--- src/rtl/half_adder_pkg.sv ---
// Shared helpers for the half-adder bank: operand bit positions within the
// packed lane input bus.
package half_adder_pkg;

  // Lane i takes its a operand from in[2i] and its b operand from in[2i+1].
  function automatic int unsigned lane_a_idx(input int unsigned lane);
    return 2 * lane;
  endfunction

  function automatic int unsigned lane_b_idx(input int unsigned lane);
    return 2 * lane + 1;
  endfunction

endpackage

--- src/rtl/half_adder_ha_cell.sv ---
// Single combinational half-adder cell: {carry, sum} = a + b.
module ha_cell (
  input  logic a,
  input  logic b,
  output logic sum,
  output logic carry
);

  assign sum   = a ^ b;
  assign carry = a & b;

endmodule

--- src/rtl/half_adder.sv ---
// Registered lane-parallel half-adder bank with a saturating counter of
// beats in which any lane carried.
module half_adder
  import half_adder_pkg::*;
#(
  parameter int LANES = 1,
  parameter int CNT_W = 16
) (
  input  logic                 clk,
  input  logic                 rst,
  input  logic                 in_valid,
  input  logic [2*LANES-1:0]   in,
  input  logic                 clear_cnt,
  output logic [LANES-1:0]     sum,
  output logic [LANES-1:0]     carry,
  output logic                 out_valid,
  output logic [CNT_W-1:0]     carry_count
);

  localparam logic [CNT_W-1:0] CNT_MAX = '1;

  logic [LANES-1:0] sum_nxt;
  logic [LANES-1:0] carry_nxt;
  logic             any_carry;
  logic             cnt_inc;

  for (genvar i = 0; i < LANES; i++) begin : g_lane
    ha_cell u_cell (
      .a     (in[lane_a_idx(i)]),
      .b     (in[lane_b_idx(i)]),
      .sum   (sum_nxt[i]),
      .carry (carry_nxt[i])
    );
  end

  assign any_carry = |carry_nxt;
  // in_valid gates first so undriven operands in idle cycles cannot leak in.
  assign cnt_inc   = in_valid && any_carry && (carry_count != CNT_MAX);

  always_ff @(posedge clk) begin
    if (rst) begin
      sum         <= '0;
      carry       <= '0;
      out_valid   <= 1'b0;
      carry_count <= '0;
    end else begin
      if (in_valid) begin
        sum   <= sum_nxt;
        carry <= carry_nxt;
      end
      out_valid <= in_valid;
      if (clear_cnt) begin
        carry_count <= '0;
      end else if (cnt_inc) begin
        carry_count <= carry_count + 1'b1;
      end
    end
  end

endmodule

--- config.mk ---
export PLATFORM = sky130hd
export DESIGN_NAME = half_adder
export DESIGN_NICKNAME = d
export VERILOG_FILES = /design/src/rtl/half_adder_pkg.sv /design/src/rtl/half_adder_ha_cell.sv /design/src/rtl/half_adder.sv
export SDC_FILE = /design/constraint.sdc
export NUM_CORES = 1
export LEC_CHECK = 0
export ABC_AREA = 1
export CAP_MARGIN = 0
export CORE_MARGIN = 2
export CORE_UTILIZATION = 60
export DETAILED_ROUTE_END_ITERATION = 6
export DONT_BUFFER_PORTS = 1
export PLACE_DENSITY_LB_ADDON = 0.08
export SLEW_MARGIN = 10
export SYNTH_ARGS = -nofsm -noshare
export SYNTH_HDL_FRONTEND = slang
export SYNTH_SLANG_ARGS = --single-unit
--- constraint.sdc ---
create_clock -name clk -period 1.8 [get_ports clk]
set_clock_uncertainty 0.05 [all_clocks]
set_input_delay 0.54 -clock clk [delete_from_list [all_inputs] [get_ports clk]]
set_output_delay 0.54 -clock clk [all_outputs]
set_load 0.1 [all_outputs]
==> reports/results.tsv, run 1 <==
stage	metric	value	unit
status	status	finished clean	
global_routing	antenna_found_initial	0	
global_routing	grt_max_degree	17	
cells_and_area	final_area	1240	um2
setup_path	reg2regPathDepth	6	
synthesis	synth-edff-count	0	
synthesis	syn-num-nets	164	
sta	slew_viol_final	0	
setup_path	cp.required	1.21	ns
sta	period_minus_slack	1.58	ns
setup_path	cpLargestDelayFamily	flip-flops	
power_and_ir_drop	p_leak	0.497	nW
routing	drt-total-wl	2.17	mm
synthesis	seq_area_frac_synth	36.8	%
setup_path	critPathLaunchType	flip-flop	
placed_design	post_dp_cell_area	1220	um2
floorplan	initial_core_util	61.9	%
synthesis	synthArstFlopShare	0	%
setup_path	regToRegEndpoint	carry_count[10]	
cells_and_area	area_growth	20.3	%
clocking	cts.sinks	19	
sta	max_slew.worst_pin.slew	0.300	ns
power_and_ir_drop	power_density	570	nW/um2
clocking	clock_path_buffers	2	
setup_path	crit_buf_inv	1	
clocking	cts_hold_buf	0	
setup_path	cp_cell_sequence	buf_4	
placed_design	port_buffers	0	
clocking	clock_latency	0.29	ns
sta	grt_setup_unrepaired	no	
routing	wl_per_cell	11.1	um
routing	first_iter_violations	13	
job	drv_cap	0	
global_routing	grt_pass1_vias	858	
sta	fin_tns_setup	0	ns
synthesis	ys_types	17	
cells_and_area	fin_nets	188	
synthesis	synth_ff_type	dfxtp_1	
clocking	htree_levels	1	
setup_path	reg2reg_from	carry_count[0]	
cells_and_area	diodes	0	
routing	viasPerCell	5.26	
setup_path	cpPeakStageDelay	0.40	ns
routing	postRouteAntennaNets	0	
synthesis	ys_ff_latch	19	
floorplan	die_h	45.5	um
sta	finalHoldViolations	0	
synthesis	synthTopCellsByCount	41 x nand2_1, 40 x nor2_1, 19 x dfxtp_1	
synthesis	yosysMostFrequentCell	nand2_1	
synthesis	synthCells	156	
setup_path	critPathKind	flip-flop to primary output	
setup_path	setup.worst_path.end	carry_count[9]	
routing	route.detailed.drc	0	
synthesis	synth_top_cell_by_area	dfxtp_1	
routing	firstDrtPassIters	4	
clocking	root_buffer	clkbuf_4	
placed_design	gp_congestion	0.818	
setup_path	crit_arrival	0.99	ns
min_path	hold_class	input pin to flip-flop	
placed_design	place.detailed.hpwl	1.69	mm
setup_path	worst-path-stages	1	
floorplan	core	1670	um2
clocking	cts-resized-gates	0	
global_routing	grt_pass1_wl	3.51	mm
cells_and_area	drive_above_1_share	29.6	%
floorplan	die_w	45.5	um
setup_path	critPathLaunch	carry_count[9]	
synthesis	syn_avg_cell_area	6.63	um2
setup_path	critPathSlowestCell	dfxtp_2	
cells_and_area	multi_input_area	594	um2
synthesis	ys_warn_count	0	
setup_path	worstSetupEndpointType	primary output	
clocking	cts_tree	yes	
sta	timing.fmax	632	MHz
clocking	post_cts_buffers	0	
clocking	clkTransAtPathRegs	0.11	ns
floorplan	ios	25	
cells_and_area	seq_area	400	um2
clocking	cts_made_buffers	3	
floorplan	die_area	2070	um2
cells_and_area	fillCellCount	131	
setup_path	rrSetupSlack	0.32	ns
global_routing	grt_usage	22.6	%
sta	timing.slew.headroom	80.0	%
synthesis	synth.area.top_cells	dfxtp_1 37%, nand2_1 15%, nor2_1 15%	
synthesis	syn_area	1030	um2
power_and_ir_drop	max-vdd-ir-drop	0.000496	V
setup_path	crit_fanout	5	
floorplan	num_rows	15	
routing	vias	1030	
global_routing	grt_overflow	0	
sta	setup_viol_count_final	0	
synthesis	synth_top_area_share	36.8	%
sta	period_share	87.9	%
-- how the worst min path moves through the flow --
stage                        start        endpoint  slack (ns)  cells after the start
CTS                            rst             sum        0.25                      1
floorplan                      rst           carry        0.56                      1
global placement    carry_count[4]  carry_count[4]        0.45                      2
global route                   rst             sum        0.24                      1
finish                         rst             sum        0.25                      1
detailed placement  carry_count[2]  carry_count[2]        0.46                      2
-- where the power goes --
part,internal (mW),total [mW],switching (mW)
registers,0.424,0.426,0.00154
clock network,0.0861,0.212,0.126
logic,0.0171,0.0718,0.0547
-- per-layer routing --
layer	part of all wire [%]	global-route usage [%]	up-vias
met5	0	0	-
met4	0.46	4.12	0
met3	4.6	2.78	2
met2	51	41.4	24
met1	43	28.0	463
li1	-	-	541
-- cell families (layout without fill, tap and decap cells) --
logic type / Yosys count / count (layout) / synth area share [%]
AOI/OAI and AO/OA: 12 / 12 / 6.17
and+or+nand+nor: 109 / 109 / 48.9
adders and majority gates: 2 / 2 / 2.42
buffers and inverters: 14 / 37 / 5.80
DFF: 19 / 19 / 36.8
-- stage by stage --
| step | total power, mW | hold WS [ns] | util, % | setup slack (ns) | cells |
|---|---|---|---|---|---|
| final | 0.709 | 0.255 | 74.5 | 0.219 | 196 |
| after floorplan | 0.492 | 0.559 | - | 0.0266 | 156 |
| after detailed placement | 0.508 | 0.461 | 73.0 | 0.190 | 192 |
| after CTS | 0.715 | 0.254 | 74.5 | 0.210 | 196 |
| after global placement | 0.506 | 0.451 | 73.0 | 0.228 | 192 |
| after global routing | 0.742 | 0.238 | 74.5 | 0.179 | 196 |
-- cells in the final DEF, fill, tap and decap left out, types with 2 or more instances in the layout --
cell type  netlist  final
nand3_1         13     13
nand2_2          3      3
nand4_1          2      2
inv_1           12     12
a21oi_1         11     11
nand3_2          2      2
dfxtp_2          0     16
buf_4            0     21
dfxtp_1         19      3
nor2_4           4      4
nor2_2           2      2
nand2_1         41     41
ha_1             2      2
nor2_1          40     40
clkbuf_4         0      3
-- area by class of cell --
class / count / share of cell area [%]
Sequential cell: 19 / 32.2
Multi-Input combinational cell: 123 / 47.7
Clock buffer: 4 / 2.11
Timing Repair Buffer: 21 / 12.7
Inverter: 12 / 3.62
Tap cell: 17 / 1.71
-- state kept, by name (all words and copies together), names as in the netlist --
signal,count
carry,1
carry_count,16
out_valid,1
sum,1
Power figures use the tool's default switching activity.
==> inputs of run 2 (changes only) <==
--- a/config.mk
+++ b/config.mk
@@ -5,10 +5,9 @@
 export SDC_FILE = /design/constraint.sdc
 export NUM_CORES = 1
 export LEC_CHECK = 0
-export ABC_AREA = 1
 export CAP_MARGIN = 0
 export CORE_MARGIN = 2
-export CORE_UTILIZATION = 60
+export CORE_UTILIZATION = 59
 export DETAILED_ROUTE_END_ITERATION = 6
 export DONT_BUFFER_PORTS = 1
 export PLACE_DENSITY_LB_ADDON = 0.08
==> run 2 against run 1 <==
Compared with the run above: clock-buffer cell count is the same; setup slack lost 0.15 ns; clock power grew 3%; core utilization grew 9.9 points; sequential share of layout area grew 2.5 points; sequential power shrank 4%; critical endpoint is now carry_count[6]; largest power group unchanged; highest routed layer unchanged.
==> reports/results.tsv, run 2 <==
stage	metric	value	unit	change
clocking	cts.sinks	19		unchanged
global_routing	grt_pass1_wl	3.79	mm	+7.9%
placed_design	port_buffers	0		unchanged
sta	setup_viol_count_final	0		unchanged
global_routing	grt_max_degree	14		-3
synthesis	synth_top_area_share	42.2	%	+5.5 points
synthesis	synth_top_cell_by_area	dfxtp_1		
routing	route.detailed.drc	0		unchanged
global_routing	grt_pass1_vias	938		+9.3%
min_path	worstHoldStart	rst		
routing	postRouteAntennaNets	0		unchanged
placed_design	placed_cells	147		-23%
status	status	finished clean		
routing	drt-total-wl	2.36	mm	+8.6%
power_and_ir_drop	p_leak	0.443	nW	-11%
power_and_ir_drop	power_density	553	nW/um2	-3.0%
floorplan	num_rows	14		-1
sta	timing.slew.headroom	75.4	%	-4.6 points
synthesis	synth_ff_type	dfxtp_1		
synthesis	synthTopCellsByCount	19 x dfxtp_1, 13 x a21oi_1, 8 x nand2_1, 8 x or3_1		
placed_design	place_ws	-0.184	ns	-0.374 ns
cells_and_area	final_common_cell	buf_4		
sta	finalHoldViolations	0		unchanged
routing	viasPerCell	6.36		+21%
routing	vias	960		-6.8%
setup_path	cpPeakStageDelay	0.51	ns	+0.11 ns
sta	period_minus_slack	1.73	ns	+0.148 ns
power_and_ir_drop	p_total	687	uW	-3.2%
synthesis	ys_types	28		+11
setup_path	critPathSlowestCell	or4_1		
setup_path	critPathLaunch	carry_count[0]		
cells_and_area	fin_util	84.4	%	+9.9 points
routing	wl_per_cell	15.6	um	+41%
cells_and_area	area_growth	37.9	%	
synthesis	ys_warn_count	0		unchanged
routing	first_iter_violations	35		+22
cells_and_area	final_cells	151		-23%
clocking	clock_latency	0.30	ns	about the same
cells_and_area	multi_input_area	548	um2	-7.8%
synthesis	synthCells	106		-32%
synthesis	seq_area_frac_synth	42.2	%	+5.5 points
job	drv_cap	0		unchanged
setup_path	crit_fanout	12		+7
cells_and_area	seq_area	430	um2	+7.5%
synthesis	synth.area.top_cells	dfxtp_1 42%, a21oi_1 7.2%, o31ai_1 5.8%		
sta	fin_ws	0.0704	ns	-0.148 ns
setup_path	cpLargestDelayFamily	simple AND/OR/NAND/NOR gates		
cells_and_area	final_area	1240	um2	-0.20%
placed_design	place.detailed.hpwl	1.77	mm	+4.6%
cells_and_area	largest_register	carry_count		
placed_design	gp_congestion	0.821		+0.38%
global_routing	antenna_found_initial	0		unchanged
setup_path	cp.required	1.98	ns	+0.77 ns
synthesis	syn-num-nets	114		-30%
setup_path	reg2reg_from	carry_count[0]		
clocking	root_buffer	clkbuf_4		
synthesis	ys_ff_latch	19		unchanged
floorplan	die_area	1860	um2	-10%
setup_path	crit_buf_inv	1		unchanged
setup_path	cp_cell_sequence	ha_4 > nand4_1 > nor4_1 > buf_4 > or4_1 > a21oi_1		
sta	period_share	96.1	%	+8.2 points
clocking	clkTransAtPathRegs	0.11	ns	about the same
global_routing	grt_usage	27.1	%	+4.6 points
sta	max_slew.worst_pin.slew	0.368	ns	+0.0681 ns
cells_and_area	fillCellCount	87		-34%
routing	firstDrtPassIters	4		unchanged
synthesis	syn_avg_cell_area	8.50	um2	+28%
floorplan	die_w	43.1	um	-5.4%
clocking	cts_tree	yes		
floorplan	ios	25		unchanged
clocking	htree_levels	1		unchanged
placed_design	post_dp_cell_area	1210	um2	-0.62%
sta	grt_setup_unrepaired	no		
setup_path	worstSetupEndpointType	flip-flop		
floorplan	initial_core_util	61.2	%	-0.72 points
synthesis	synthArstFlopShare	0	%	unchanged
sta	timing.fmax	578	MHz	-8.6%
power_and_ir_drop	max-vdd-ir-drop	0.000680	V	+37%
cells_and_area	diodes	0		unchanged
setup_path	critPathLaunchType	flip-flop		
floorplan	die_h	43.1	um	-5.4%
clocking	clock_path_buffers	2		unchanged
sta	fin_tns_setup	0	ns	unchanged
cells_and_area	drive_above_1_share	40.7	%	+11 points
synthesis	synth-edff-count	0		unchanged
synthesis	syn_area	901	um2	-13%
sta	slew_viol_final	0		unchanged
clocking	cts_hold_buf	0		unchanged
floorplan	core	1470	um2	-12%
synthesis	yosysMostFrequentCell	dfxtp_1		
cells_and_area	largest_reg_flops	16		unchanged
sta	hold_ws	0.244	ns	-0.0104 ns
cells_and_area	final_cell_mix	28 x buf_4, 13 x a21oi_1, 12 x dfxtp_4, 8 x nand2_1		
clocking	cts_made_buffers	3		unchanged
global_routing	grt_overflow	0		unchanged
cells_and_area	fin_nets	144		-23%
setup_path	crit_arrival	1.91	ns	+0.92 ns
min_path	hold_class	input pin to flip-flop		
setup_path	critPathKind	flip-flop to flip-flop		
## run 2: logic make-up (layout without fill, tap and decap cells)
logic type	Yosys count	in the layout	share of synthesized area (%)
and+or+nand+nor	46	46	29.0
AOI/OAI and AO/OA	33	33	22.6
DFF	19	19	42.2
buffers and inverters	5	34	2.22
adders and majority gates	2	2	2.78
muxes	1	1	1.11
## run 2: repair_timing
| item | 4_1_cts | 5_1_grt |
|---|---|---|
| gates resized for setup | 0 | 1 |
| endpoints found under the setup margin | 0 | 2 |
| setup buffers | 0 | 0 |
## run 2: worst register-to-register path, cell delays in order (launching register included)
cell and delay, ns:
dfxtp_4 0.37, ha_4 0.17, nand4_1 0.15, nor4_1 0.09, buf_4 0.17, or4_1 0.51
a21oi_1 0.14
## run 2: routing by layer
metal	share of wire (%)	vias to the layer above	track usage, %
li1	-	468	-
met3	6.8	6	3.83
met1	41	443	30.9
met5	0	-	0
met4	1.7	0	11.5
met2	50	43	49.7
## run 2: cell type report
| type | instances | area share (%) |
|---|---|---|
| Multi-Input combinational cell | 82 | 44.1 |
| Clock buffer | 4 | 2.11 |
| Tap cell | 16 | 1.61 |
| Timing Repair Buffer | 28 | 16.9 |
| Sequential cell | 19 | 34.6 |
| Inverter | 2 | 0.604 |
## run 2: path summary, 6_finish.rpt
kind | end | slack, ns | cells after the start
hold reg to reg | carry_count[10] | 0.45 | 2
setup / recovery | carry_count[6] | 0.07 | 6
hold / removal | carry | 0.24 | 1
setup reg to reg | carry_count[6] | 0.07 | 6
## run 2: report_power, final
| group | switching (mW) | internal [mW] | total [mW] |
|---|---|---|---|
| logic | 0.0463 | 0.0142 | 0.0605 |
| registers | 0.00177 | 0.407 | 0.408 |
| clock network | 0.132 | 0.0864 | 0.218 |
==> inputs of run 3 (changes only) <==
--- a/config.mk
+++ b/config.mk
@@ -10,6 +10,7 @@
 export CORE_UTILIZATION = 59
 export DETAILED_ROUTE_END_ITERATION = 6
 export DONT_BUFFER_PORTS = 1
+export GPL_ROUTABILITY_DRIVEN = 0
 export PLACE_DENSITY_LB_ADDON = 0.08
 export SLEW_MARGIN = 10
 export SYNTH_ARGS = -nofsm -noshare
==> results of run 3 <==
No change in the layout: final DEF, timing and power equal those of run 2.
